<file path="src/rtl/axi_lite_rr_arbiter.sv">
// Two-master (m0 = IFU, m1 = LSU) to one-slave AXI4-Lite arbiter.
// The read and write channels are arbitrated independently, with round-robin fairness on each.
// A grant is held from address acceptance until the response handshake completes.
module axi_lite_rr_arbiter #(
  parameter int unsigned ADDR_W = 32,
  parameter int unsigned DATA_W = 32,
  localparam int unsigned STRB_W = DATA_W / 8
) (
  input  logic              clk_i,
  input  logic              rst_ni,
  // master 0 read
  input  logic [ADDR_W-1:0] m0_araddr_i,
  input  logic              m0_arvalid_i,
  output logic              m0_arready_o,
  output logic [DATA_W-1:0] m0_rdata_o,
  output logic [1:0]        m0_rresp_o,
  output logic              m0_rvalid_o,
  input  logic              m0_rready_i,
  // master 0 write
  input  logic [ADDR_W-1:0] m0_awaddr_i,
  input  logic              m0_awvalid_i,
  output logic              m0_awready_o,
  input  logic [DATA_W-1:0] m0_wdata_i,
  input  logic [STRB_W-1:0] m0_wstrb_i,
  input  logic              m0_wvalid_i,
  output logic              m0_wready_o,
  output logic [1:0]        m0_bresp_o,
  output logic              m0_bvalid_o,
  input  logic              m0_bready_i,
  // master 1 read
  input  logic [ADDR_W-1:0] m1_araddr_i,
  input  logic              m1_arvalid_i,
  output logic              m1_arready_o,
  output logic [DATA_W-1:0] m1_rdata_o,
  output logic [1:0]        m1_rresp_o,
  output logic              m1_rvalid_o,
  input  logic              m1_rready_i,
  // master 1 write
  input  logic [ADDR_W-1:0] m1_awaddr_i,
  input  logic              m1_awvalid_i,
  output logic              m1_awready_o,
  input  logic [DATA_W-1:0] m1_wdata_i,
  input  logic [STRB_W-1:0] m1_wstrb_i,
  input  logic              m1_wvalid_i,
  output logic              m1_wready_o,
  output logic [1:0]        m1_bresp_o,
  output logic              m1_bvalid_o,
  input  logic              m1_bready_i,
  // slave read
  output logic [ADDR_W-1:0] s_araddr_o,
  output logic              s_arvalid_o,
  input  logic              s_arready_i,
  input  logic [DATA_W-1:0] s_rdata_i,
  input  logic [1:0]        s_rresp_i,
  input  logic              s_rvalid_i,
  output logic              s_rready_o,
  // slave write
  output logic [ADDR_W-1:0] s_awaddr_o,
  output logic              s_awvalid_o,
  input  logic              s_awready_i,
  output logic [DATA_W-1:0] s_wdata_o,
  output logic [STRB_W-1:0] s_wstrb_o,
  output logic              s_wvalid_o,
  input  logic              s_wready_i,
  input  logic [1:0]        s_bresp_i,
  input  logic              s_bvalid_i,
  output logic              s_bready_o
);

  typedef enum logic [1:0] {StRIdle, StRAddr, StRData} rd_state_e;
  typedef enum logic [1:0] {StWIdle, StWReq, StWResp} wr_state_e;

  rd_state_e rd_state_q, rd_state_d;
  wr_state_e wr_state_q, wr_state_d;
  // Grant and last-served indices: 0 = m0, 1 = m1.
  logic      rg_q, rg_d, rd_last_q, rd_last_d;
  logic      wg_q, wg_d, wr_last_q, wr_last_d;
  logic      aw_done_q, aw_done_d, w_done_q, w_done_d;

  logic      rd_win, wr_win, wr_req0, wr_req1;
  logic      ar_fire, r_fire, aw_fire, w_fire, b_fire;

  // On a tie the master that was not served last wins.
  assign rd_win  = (m0_arvalid_i && m1_arvalid_i) ? ~rd_last_q : m1_arvalid_i;
  assign wr_req0 = m0_awvalid_i | m0_wvalid_i;
  assign wr_req1 = m1_awvalid_i | m1_wvalid_i;
  assign wr_win  = (wr_req0 && wr_req1) ? ~wr_last_q : wr_req1;

  assign ar_fire = s_arvalid_o & s_arready_i;
  assign r_fire  = s_rvalid_i & s_rready_o;
  assign aw_fire = s_awvalid_o & s_awready_i;
  assign w_fire  = s_wvalid_o & s_wready_i;
  assign b_fire  = s_bvalid_i & s_bready_o;

  // Read FSM state register; last pointer resets to m1 so that m0 wins the first tie.
  always_ff @(posedge clk_i or negedge rst_ni) begin
    if (!rst_ni) begin
      rd_state_q <= StRIdle;
      rg_q       <= 1'b0;
      rd_last_q  <= 1'b1;
    end else begin
      rd_state_q <= rd_state_d;
      rg_q       <= rg_d;
      rd_last_q  <= rd_last_d;
    end
  end

  // Read FSM next state.
  always_comb begin
    rd_state_d = rd_state_q;
    rg_d       = rg_q;
    rd_last_d  = rd_last_q;
    unique case (rd_state_q)
      StRIdle: begin
        if (m0_arvalid_i || m1_arvalid_i) begin
          rg_d       = rd_win;
          rd_state_d = StRAddr;
        end
      end
      StRAddr: if (ar_fire) rd_state_d = StRData;
      StRData: begin
        if (r_fire) begin
          rd_last_d  = rg_q;
          rd_state_d = StRIdle;
        end
      end
      default: rd_state_d = StRIdle;
    endcase
  end

  // Read channel outputs: only the granted master sees the slave.
  always_comb begin
    s_araddr_o   = '0;
    s_arvalid_o  = 1'b0;
    s_rready_o   = 1'b0;
    m0_arready_o = 1'b0;
    m1_arready_o = 1'b0;
    m0_rvalid_o  = 1'b0;
    m1_rvalid_o  = 1'b0;
    m0_rdata_o   = '0;
    m1_rdata_o   = '0;
    m0_rresp_o   = '0;
    m1_rresp_o   = '0;
    unique case (rd_state_q)
      StRAddr: begin
        s_araddr_o  = rg_q ? m1_araddr_i : m0_araddr_i;
        s_arvalid_o = rg_q ? m1_arvalid_i : m0_arvalid_i;
        if (rg_q) m1_arready_o = s_arready_i;
        else      m0_arready_o = s_arready_i;
      end
      StRData: begin
        s_rready_o = rg_q ? m1_rready_i : m0_rready_i;
        if (rg_q) begin
          m1_rvalid_o = s_rvalid_i;
          m1_rdata_o  = s_rdata_i;
          m1_rresp_o  = s_rresp_i;
        end else begin
          m0_rvalid_o = s_rvalid_i;
          m0_rdata_o  = s_rdata_i;
          m0_rresp_o  = s_rresp_i;
        end
      end
      default: ;
    endcase
  end

  // Write FSM state register, including the sticky AW/W completion flags.
  always_ff @(posedge clk_i or negedge rst_ni) begin
    if (!rst_ni) begin
      wr_state_q <= StWIdle;
      wg_q       <= 1'b0;
      wr_last_q  <= 1'b1;
      aw_done_q  <= 1'b0;
      w_done_q   <= 1'b0;
    end else begin
      wr_state_q <= wr_state_d;
      wg_q       <= wg_d;
      wr_last_q  <= wr_last_d;
      aw_done_q  <= aw_done_d;
      w_done_q   <= w_done_d;
    end
  end

  // Write FSM next state; AW and W may complete in either order or together.
  always_comb begin
    wr_state_d = wr_state_q;
    wg_d       = wg_q;
    wr_last_d  = wr_last_q;
    aw_done_d  = aw_done_q;
    w_done_d   = w_done_q;
    unique case (wr_state_q)
      StWIdle: begin
        if (wr_req0 || wr_req1) begin
          wg_d       = wr_win;
          wr_state_d = StWReq;
        end
      end
      StWReq: begin
        aw_done_d = aw_done_q | aw_fire;
        w_done_d  = w_done_q | w_fire;
        if ((aw_done_q || aw_fire) && (w_done_q || w_fire)) begin
          aw_done_d  = 1'b0;
          w_done_d   = 1'b0;
          wr_state_d = StWResp;
        end
      end
      StWResp: begin
        if (b_fire) begin
          wr_last_d  = wg_q;
          wr_state_d = StWIdle;
        end
      end
      default: wr_state_d = StWIdle;
    endcase
  end

  // Write channel outputs; a completed AW or W channel is masked until the response.
  always_comb begin
    s_awaddr_o   = '0;
    s_awvalid_o  = 1'b0;
    s_wdata_o    = '0;
    s_wstrb_o    = '0;
    s_wvalid_o   = 1'b0;
    s_bready_o   = 1'b0;
    m0_awready_o = 1'b0;
    m1_awready_o = 1'b0;
    m0_wready_o  = 1'b0;
    m1_wready_o  = 1'b0;
    m0_bvalid_o  = 1'b0;
    m1_bvalid_o  = 1'b0;
    m0_bresp_o   = '0;
    m1_bresp_o   = '0;
    unique case (wr_state_q)
      StWReq: begin
        s_awaddr_o  = wg_q ? m1_awaddr_i : m0_awaddr_i;
        s_awvalid_o = ~aw_done_q & (wg_q ? m1_awvalid_i : m0_awvalid_i);
        s_wdata_o   = wg_q ? m1_wdata_i : m0_wdata_i;
        s_wstrb_o   = wg_q ? m1_wstrb_i : m0_wstrb_i;
        s_wvalid_o  = ~w_done_q & (wg_q ? m1_wvalid_i : m0_wvalid_i);
        if (wg_q) begin
          m1_awready_o = ~aw_done_q & s_awready_i;
          m1_wready_o  = ~w_done_q & s_wready_i;
        end else begin
          m0_awready_o = ~aw_done_q & s_awready_i;
          m0_wready_o  = ~w_done_q & s_wready_i;
        end
      end
      StWResp: begin
        s_bready_o = wg_q ? m1_bready_i : m0_bready_i;
        if (wg_q) begin
          m1_bvalid_o = s_bvalid_i;
          m1_bresp_o  = s_bresp_i;
        end else begin
          m0_bvalid_o = s_bvalid_i;
          m0_bresp_o  = s_bresp_i;
        end
      end
      default: ;
    endcase
  end

endmodule
</file>
<file path="config.mk">
export PLATFORM = sky130hd
export DESIGN_NAME = axi_lite_rr_arbiter
export DESIGN_NICKNAME = d
export VERILOG_FILES = /design/src/rtl/axi_lite_rr_arbiter.sv
export SDC_FILE = /design/constraint.sdc
export NUM_CORES = 1
export LEC_CHECK = 0
export CAP_MARGIN = 40
export CORE_AREA = 5 5 166 168
export CTS_CLUSTER_SIZE = 30
export DETAILED_ROUTE_END_ITERATION = 7
export DIE_AREA = 0 0 171 173
export PLACE_DENSITY_LB_ADDON = 0.12
export SLEW_MARGIN = 20
export SYNTH_ARGS = -nofsm -noshare
export SYNTH_HDL_FRONTEND = slang
export SYNTH_SLANG_ARGS = --single-unit
</file>
<file path="constraint.sdc">
create_clock -name clk_i -period 2.08 [get_ports clk_i]
set_input_delay 0.416 -clock clk_i [delete_from_list [all_inputs] [get_ports clk_i]]
set_output_delay 0.416 -clock clk_i [all_outputs]
set_load 0.05 [all_outputs]
</file>
==> results summary, run 1 <==
Wires add up to 20.9 mm. The mean cell area of the mapped netlist is 7.02 um^2. Of the total synthesized cell area, the portion taken by full adders, half adders and majority gates is 0. The type of origin of the critical path is a flop. The worst clock skew is 0.000820 ns.

The share of total power dissipated in sequential elements is 0.028. The internal power consumption came out at 7.00 mW. The switching power summed over all nets is 7.88 mW. Total power for the finished layout comes to 14.9 mW. The area inside the core boundary came out at 25800 um^2. The number of clock buffers added by TritonCTS is 3.

The worst setup path is captured at a primary output. Of the total power, the share spent switching nets is 0.530. The count of flip-flops with a built-in enable after synthesis came out at 0. The worst slew margin relative to its limit is 0.626.

The arrival time at the worst endpoint came out at 1.59 ns. The final number of hold-violating endpoints is 0. In the final routed layout, each cell accounts on average for 18.3 um. The area of the mapped netlist came out at 2670 um^2. The total overflow left after global routing is 0. The half-perimeter wire length after placement is 18.5 mm. The number of max-capacitance violations reported is 0. In the synthesized netlist, the number of instances is 380. Pin placement for this block handled 440 I/O pins. The clock latency on the worst-skew pair came out at 0.23 ns.

The layout overhead on the synthesized area came out at 261%. The clock network power share is 0.023. The detailed-route DRC error count came out at 0.

The routed via count is 4413. The ratio of cells with drive above 1 in the final layout is 0.295. The number of placement rows is 59.

The die outline height is 173 um. The count of H-tree levels built during CTS came out at 1. The layout net count came out at 1065.

The multi-input logic area is 2310 um^2. The maximum net fanout on the critical path came out at 21. By area the synthesized netlist is led by mux2i_1 39%, nor2_1 15%, and3_1 9.1%.

The initial core utilization came out at 0.104. The final period utilization came out at 0.966. The maximum root-to-sink buffer count came out at 2.

The maximum number of pins on one net before global-route repair is 61. The first global-routing pass estimated 30.1 mm of wire. Dividing the detail-routed via count by the number of cells gives 3.85. The top-area cell type share of the netlist area is 0.386. Of the total synthesized cell area, the portion taken by XOR and XNOR cells is 0.

The die covers 29600 um^2. The critical path is of the reg2out type. Clock-pin slew was measured on the worst setup and hold paths at 0.04 ns.

The analysis attributes to cell leakage a power of 4.19 nW. Before antenna repair, the detailed router went through 4 iterations. mux2i_1 takes more of the synthesized area than any other cell. The number of global-route vias before repair came out at 4644.

The quantity of I/O buffers inserted on ports is 439. Setup repair after global routing left no endpoint under its margin. The simple-gate portion of the synthesized area came out at 0.391.

The final weighted congestion in routability-driven placement is 0.787. The post-detailed-route count of antenna-violating nets came out at 0. Synthesis inferred 10 register bits. The number of library cell types mapped by synthesis is 34. The flow ran to the end, and the final reports show no timing, DRC or antenna violations. The combinational family with the most area after synthesis is multiplexers. The count of pins over their slew limit came to 0. The power density of the placed cells came out at 1540 nW/um^2. The tightest min-delay check is of the reg2reg type. The number of clock sinks came out at 10. The final setup slack of the worst path is 0.0716 ns. Yosys printed 0 warnings. The overall die width is 171 um.

The detailed router's first-iteration violation count is 149. The proportion of synthesized area in mux cells is 0.396. The area taken by flip-flops and latches is 259 um^2. The critical path data required time came out at 1.66 ns. The sequential fraction of the synthesis area is 0.0947. Prior to clock tree synthesis, the placed netlist has a worst setup slack of 0.0261 ns. The number of setup violations in the final report is 0. TritonCTS built the clock tree. Counting every net in the synthesized netlist gives 633. For this run, the leading register cell type out of synthesis is dfrtp_1. The cell at the root of the clock tree is clkbuf_16. The initial antenna violation count is 1. The number of hold buffers added after CTS was 0. The achievable clock frequency came out at 498 MHz. VDD sags by at most 0.923 mV.

The complex-gate fraction of the synthesized area is 0.0534. Across every metal layer, demand over resource in global routing totals 0.131. The fill cell instance count of the final layout came out at 2563. The combinational group share of total power came out at 0.948. The number of diodes added for antenna fixing is 0. At the pin with the least slew margin, the transition time is 0.559 ns. The share of the core filled with cells is 0.374. After routing, the total negative slack on setup checks comes to 0 ns.

The clock period minus final worst setup slack is 2.01 ns. Counting flops with an async set or reset pin after synthesis yields a share of 1.00.
## worst paths after layout
kind / from / to / slack (ns) / depth (start not counted)
min: rd_state_q[1]$_DFFE_PN0P_ / rd_state_q[0]$_DFFE_PN0P_ / 0.52 / 1
min reg2reg: rd_state_q[1]$_DFFE_PN0P_ / rd_state_q[0]$_DFFE_PN0P_ / 0.52 / 1
max in group asynchronous: rst_ni / wg_q$_DFFE_PN0P_ / 1.11 / 1
max reg2reg: wg_q$_DFFE_PN0P_ / wr_state_q[0]$_DFFE_PN0P_ / 0.63 / 3
max: wg_q$_DFFE_PN0P_ / s_awaddr_o[10] / 0.07 / 5
min in group asynchronous: rst_ni / rd_state_q[0]$_DFFE_PN0P_ / 0.55 / 1
## timing repair
item,in CTS,in global routing
setup buffers,1,0
pin swaps,1,0
endpoints found under the setup margin,2,63
cloned,0,0
gates resized for setup,1,11
## cells by family (layout without fill, tap and decap cells)
logic type | after synthesis | after routing
muxes | 105 | 105
AOI/OAI and AO/OA | 19 | 19
DFF | 10 | 10
buffers and inverters | 37 | 468
and+or+nand+nor | 209 | 209
## stage by stage
step / hold WS, ns / instances / instance area, um^2
6_report: 0.518 / 1146 / 9640
5_1_grt: 0.544 / 1146 / 9640
4_1_cts: 0.530 / 1146 / 9610
3_5_place_dp: 0.528 / 1141 / 9520
3_3_place_gp: 0.512 / 1141 / 9520
2_1_floorplan: 0.120 / 380 / 2700
## cell usage after synthesis, types with 2 or more instances
cell / number
a21o_1: 2
nor2b_1: 5
nand2_1: 4
clkbuf_1: 13
nand2b_1: 4
nor2_1: 109
a32o_1: 2
buf_2: 22
nor3b_1: 4
mux2i_1: 103
a21oi_1: 3
nor4b_1: 2
a31o_1: 2
and2_1: 35
a31oi_1: 3
and3_1: 39
o21ai_0: 2
dfrtp_1: 8
dfstp_2: 2
and4b_1: 2
## state kept, by name, summed over array words and instances, names as in the netlist
register / count
rd_state_q: 2
wr_state_q: 2
aw_done_q: 1
rd_last_q: 1
rg_q: 1
w_done_q: 1
wg_q: 1
wr_last_q: 1
## critical path: stages, from the launching register on
cell and delay [ns]:
dfrtp_4 0.53, buf_12 0.20, buf_4 0.16, mux2i_1 0.11, nor2_1 0.18, buf_12 0.17
## area by class of cell
class / count / share of cell area
multi-input cells: 333 / 0.239
well taps: 335 / 0.0435
inverters: 1 / 0.000389
repair buffers: 463 / 0.682
flip-flops and latches: 10 / 0.0269
clock buffers: 4 / 0.00818
## layout by cell type (no fill, tap or decap), types with 3 or more instances in the layout
cell             count
nand2_1              4
and2_1              35
clkbuf_16            3
nor3b_2              4
dfrtp_1              5
nor2b_1              4
a21oi_1              3
nand2b_1             3
nor2_1             102
and3_1              39
buf_12             197
buf_4               14
a31oi_1              3
clkdlybuf4s50_1    251
nor2_2               7
mux2i_1            103
## metal layers
metal,vias up,routed length (um),track usage
met1,1984,6990,0.134
met4,2,106,0.0149
met3,6,2300,0.0422
met5,-,13,0
met2,244,11500,0.263
li1,2177,-,-
## power groups by stage
| stage | combinational [mW] | clock, mW | sequential, mW |
|---|---|---|---|
| after detailed placement | 14.2 | 0 | 0.445 |
| after global routing | 14.7 | 0.371 | 0.438 |
| final | 14.1 | 0.346 | 0.422 |
| after global placement | 14.2 | 0 | 0.444 |
| after floorplan | 6.96 | 0 | 0.354 |
| after CTS | 14.3 | 0.363 | 0.420 |
Power figures use the tool's default switching activity.
==> run 2, diff against run 1 <==
--- a/config.mk
+++ b/config.mk
@@ -7,6 +7,7 @@
 export LEC_CHECK = 0
 export CAP_MARGIN = 40
 export CORE_AREA = 5 5 166 168
+export CTS_BUF_LIST = sky130_fd_sc_hd__clkbuf_16
 export CTS_CLUSTER_SIZE = 30
 export DETAILED_ROUTE_END_ITERATION = 7
 export DIE_AREA = 0 0 171 173
==> run 2 against run 1 <==
  * Worst hold slack is the same
  * Clock skew about the same
  * Global-route usage did not move
  * Clock power shrank 1%
  * Combinational power barely moved
  * Worst setup slack barely moved
  * Highest routed layer unchanged
  * First-iteration DRC count unchanged
  * Sequential share of layout area unchanged
==> results summary, run 2 (same netlist as run 1, synthesis figures left out) <==
The critical path data required time came out at 1.66 ns. The startpoint of the most critical register-to-register path is wg_q$_DFFE_PN0P_. The number of buffers and inverters on the critical path came out at 3. The arrival time at the worst endpoint is 1.59 ns.

The first-pass GRT wire length is 30.1 mm. The wire length per cell after detailed routing came out at 18.3 um. The cell at the root of the clock tree is clkbuf_16. The worst register-to-register path ends at wr_state_q[0]$_DFFE_PN0P_. The detailed router's first-iteration violation count is 149. The signal on the critical path passes through buf_12 > buf_4 > mux2i_1 > nor2_1 > buf_12. The number of buffers inserted for hold repair after clock tree synthesis came out at 0. The maximum net fanout on the critical path came out at 21. The overall die width came out at 171 um. The library cell used most frequently in the layout, excluding fill and tap cells, is clkdlybuf4s50_1.

The mean number of vias per cell came out at 3.85. In this run the most critical hold path is launched from rd_state_q[1]$_DFFE_PN0P_. The post-placement cell area is 9520 um^2. The kind of cell with the highest combined delay along the critical path is flip-flops. The initial antenna violation count is 1. The largest registers in the layout are rd_state_q x2, wr_state_q x2. The multi-input logic area came out at 2310 um^2.

The number of clock sinks came out at 10. The remaining global-route overflow is 0. The ratio of cells with drive above 1 in the final layout is 0.295. The maximum root-to-sink buffer count is 2.

The final period utilization came out at 0.966. The die outline height is 173 um. The worst setup path is captured at a primary output.

The number of ports placed on the die boundary came out at 440. The count of pins over their slew limit is 0. The number of max-capacitance violations reported is 0. The slew at the pin with the worst max-slew slack came out at 0.559 ns. The kind of path behind the tightest hold check is reg2reg. The achievable clock frequency is 498 MHz.

VDD sags by at most 0.923 mV. The post-route non-filler standard cell count came out at 1146. The worst setup slack for register-to-register paths is 0.63 ns.

Input and output buffers added on the ports amount to 439. The clock period minus final worst setup slack came out at 2.01 ns. Entering global routing, the biggest net connects 61 pins.

In this run the remaining antenna-violating nets after routing total 0. 0 antenna diodes ended up in the layout. In the layout the commonest cells are 251 x clkdlybuf4s50_1, 197 x buf_12, 103 x mux2i_1.

The clock latency on the worst-skew pair is 0.23 ns. The instance count after placement with tap cells included is 1141. For hold timing, the worst endpoint is rd_state_q[0]$_DFFE_PN0P_. The cell type of the slowest stage on the worst timing path is dfrtp_4. For this configuration, the core starts out at a cell density of 0.104. For this run, design rule violations remaining after detail routing come to 0. The final weighted congestion in routability-driven placement came out at 0.787. The number of buffers created by CTS came out at 3. The depth of the most critical reg-to-reg path came out at 3. After routing the design area is 9640 um^2. Headroom to the max-slew limit came out at 0.626.

The global-route usage over all layers came out at 0.131. The total die area is 29600 um^2. The count of H-tree levels built during CTS came out at 1. Fill cells in the final layout number 2563. The total iterations of the first detailed-routing run came out at 4. The number of setup violations in the final report is 0. The power density of the placed cells is 1540 nW/um^2. The post-route setup TNS is 0 ns. Clock skew on the completed layout was measured at 0.000580 ns.

The HPWL after detailed placement is 18.5 mm. STA classifies the critical path startpoint as a flop. The most used cell along the critical path is buf_12. For this design the static power due to leakage is 4.20 nW. For this run, the post-layout net count is 1065.

The critical path is of the reg2out type. TritonCTS built the clock tree. Across the whole layout, storage elements account for 259 um^2. The final wirelength came out at 20.9 mm. The share of the core filled with cells is 0.374.

Relative to the synthesized area, the layout overhead comes to 261%. The number of global-route vias before repair is 4644. The final number of hold-violating endpoints came to 0. The area inside the core boundary is 25800 um^2. The worst stage delay on the critical path is 0.53 ns. The run finished with clean final reports. The number of placement rows came out at 59. The post-CTS clock slew at the launch and capture registers of the worst setup and hold paths came out at 0.04 ns. Setup repair after global routing left no endpoint under its margin. Counting instances, the worst hold path has a depth of 1. The routed layout has 4413 vias.
run 2: cell count changes in the layout (fill, tap and decap cells not counted):
cell,delta
clkbuf_1,-1
inv_1,+1
run 2: metrics by stage:
stage	hold WS, ns	total power, mW	worst slack, ns
finish	0.518	14.9	0.0713
global route	0.544	15.5	0.00199
CTS	0.530	15.0	0.00668
detailed placement	0.528	14.6	0.0261
global placement	0.512	14.7	0.0422
floorplan	0.120	7.31	-0.413
run 2: final cells by class:
type | instances | area share
clock inverters | 1 | 0.000389
multi-input cells | 333 | 0.239
repair buffers | 463 | 0.682
clock buffers | 3 | 0.00779
inverters | 1 | 0.000389
flip-flops and latches | 10 | 0.0269
well taps | 335 | 0.0435
run 2: worst max-delay path by stage:
| stage | startpoint | endpoint | slack, ns | cells after the start |
|---|---|---|---|---|
| 6_report | wg_q$_DFFE_PN0P_ | s_awaddr_o[10] | 0.07 | 5 |
| 5_1_grt | rd_state_q[0]$_DFFE_PN0P_ | m0_rdata_o[28] | 0.002 | 5 |
| 4_1_cts | m0_awvalid_i | s_awvalid_o | 0.007 | 4 |
| 3_5_place_dp | m0_wvalid_i | s_wvalid_o | 0.03 | 5 |
| 3_3_place_gp | m0_awvalid_i | s_awvalid_o | 0.04 | 4 |
| 2_1_floorplan | wr_state_q[1]$_DFFE_PN0P_ | s_awvalid_o | -0.41 | 4 |
run 2: power breakdown:
part	internal (mW)	leakage (nW)	switching, mW	total, mW
combinational	6.45	4.04	7.66	14.1
sequential	0.288	0.115	0.134	0.422
clock	0.252	0.0423	0.0900	0.342
run 2: timing repair:
action,4_1_cts,5_1_grt
setup buffers,1,0
hold endpoints to repair,0,0
endpoints found under the setup margin,2,63
pin swaps,1,0
gates resized for setup,1,11
run 2: metal layers:
metal | global-route usage | wire [um] | up-vias
met3 | 0.0422 | 2300 | 6
met1 | 0.134 | 6990 | 1984
li1 | - | - | 2177
met4 | 0.0149 | 106 | 2
met5 | 0 | 13 | -
met2 | 0.263 | 11500 | 244
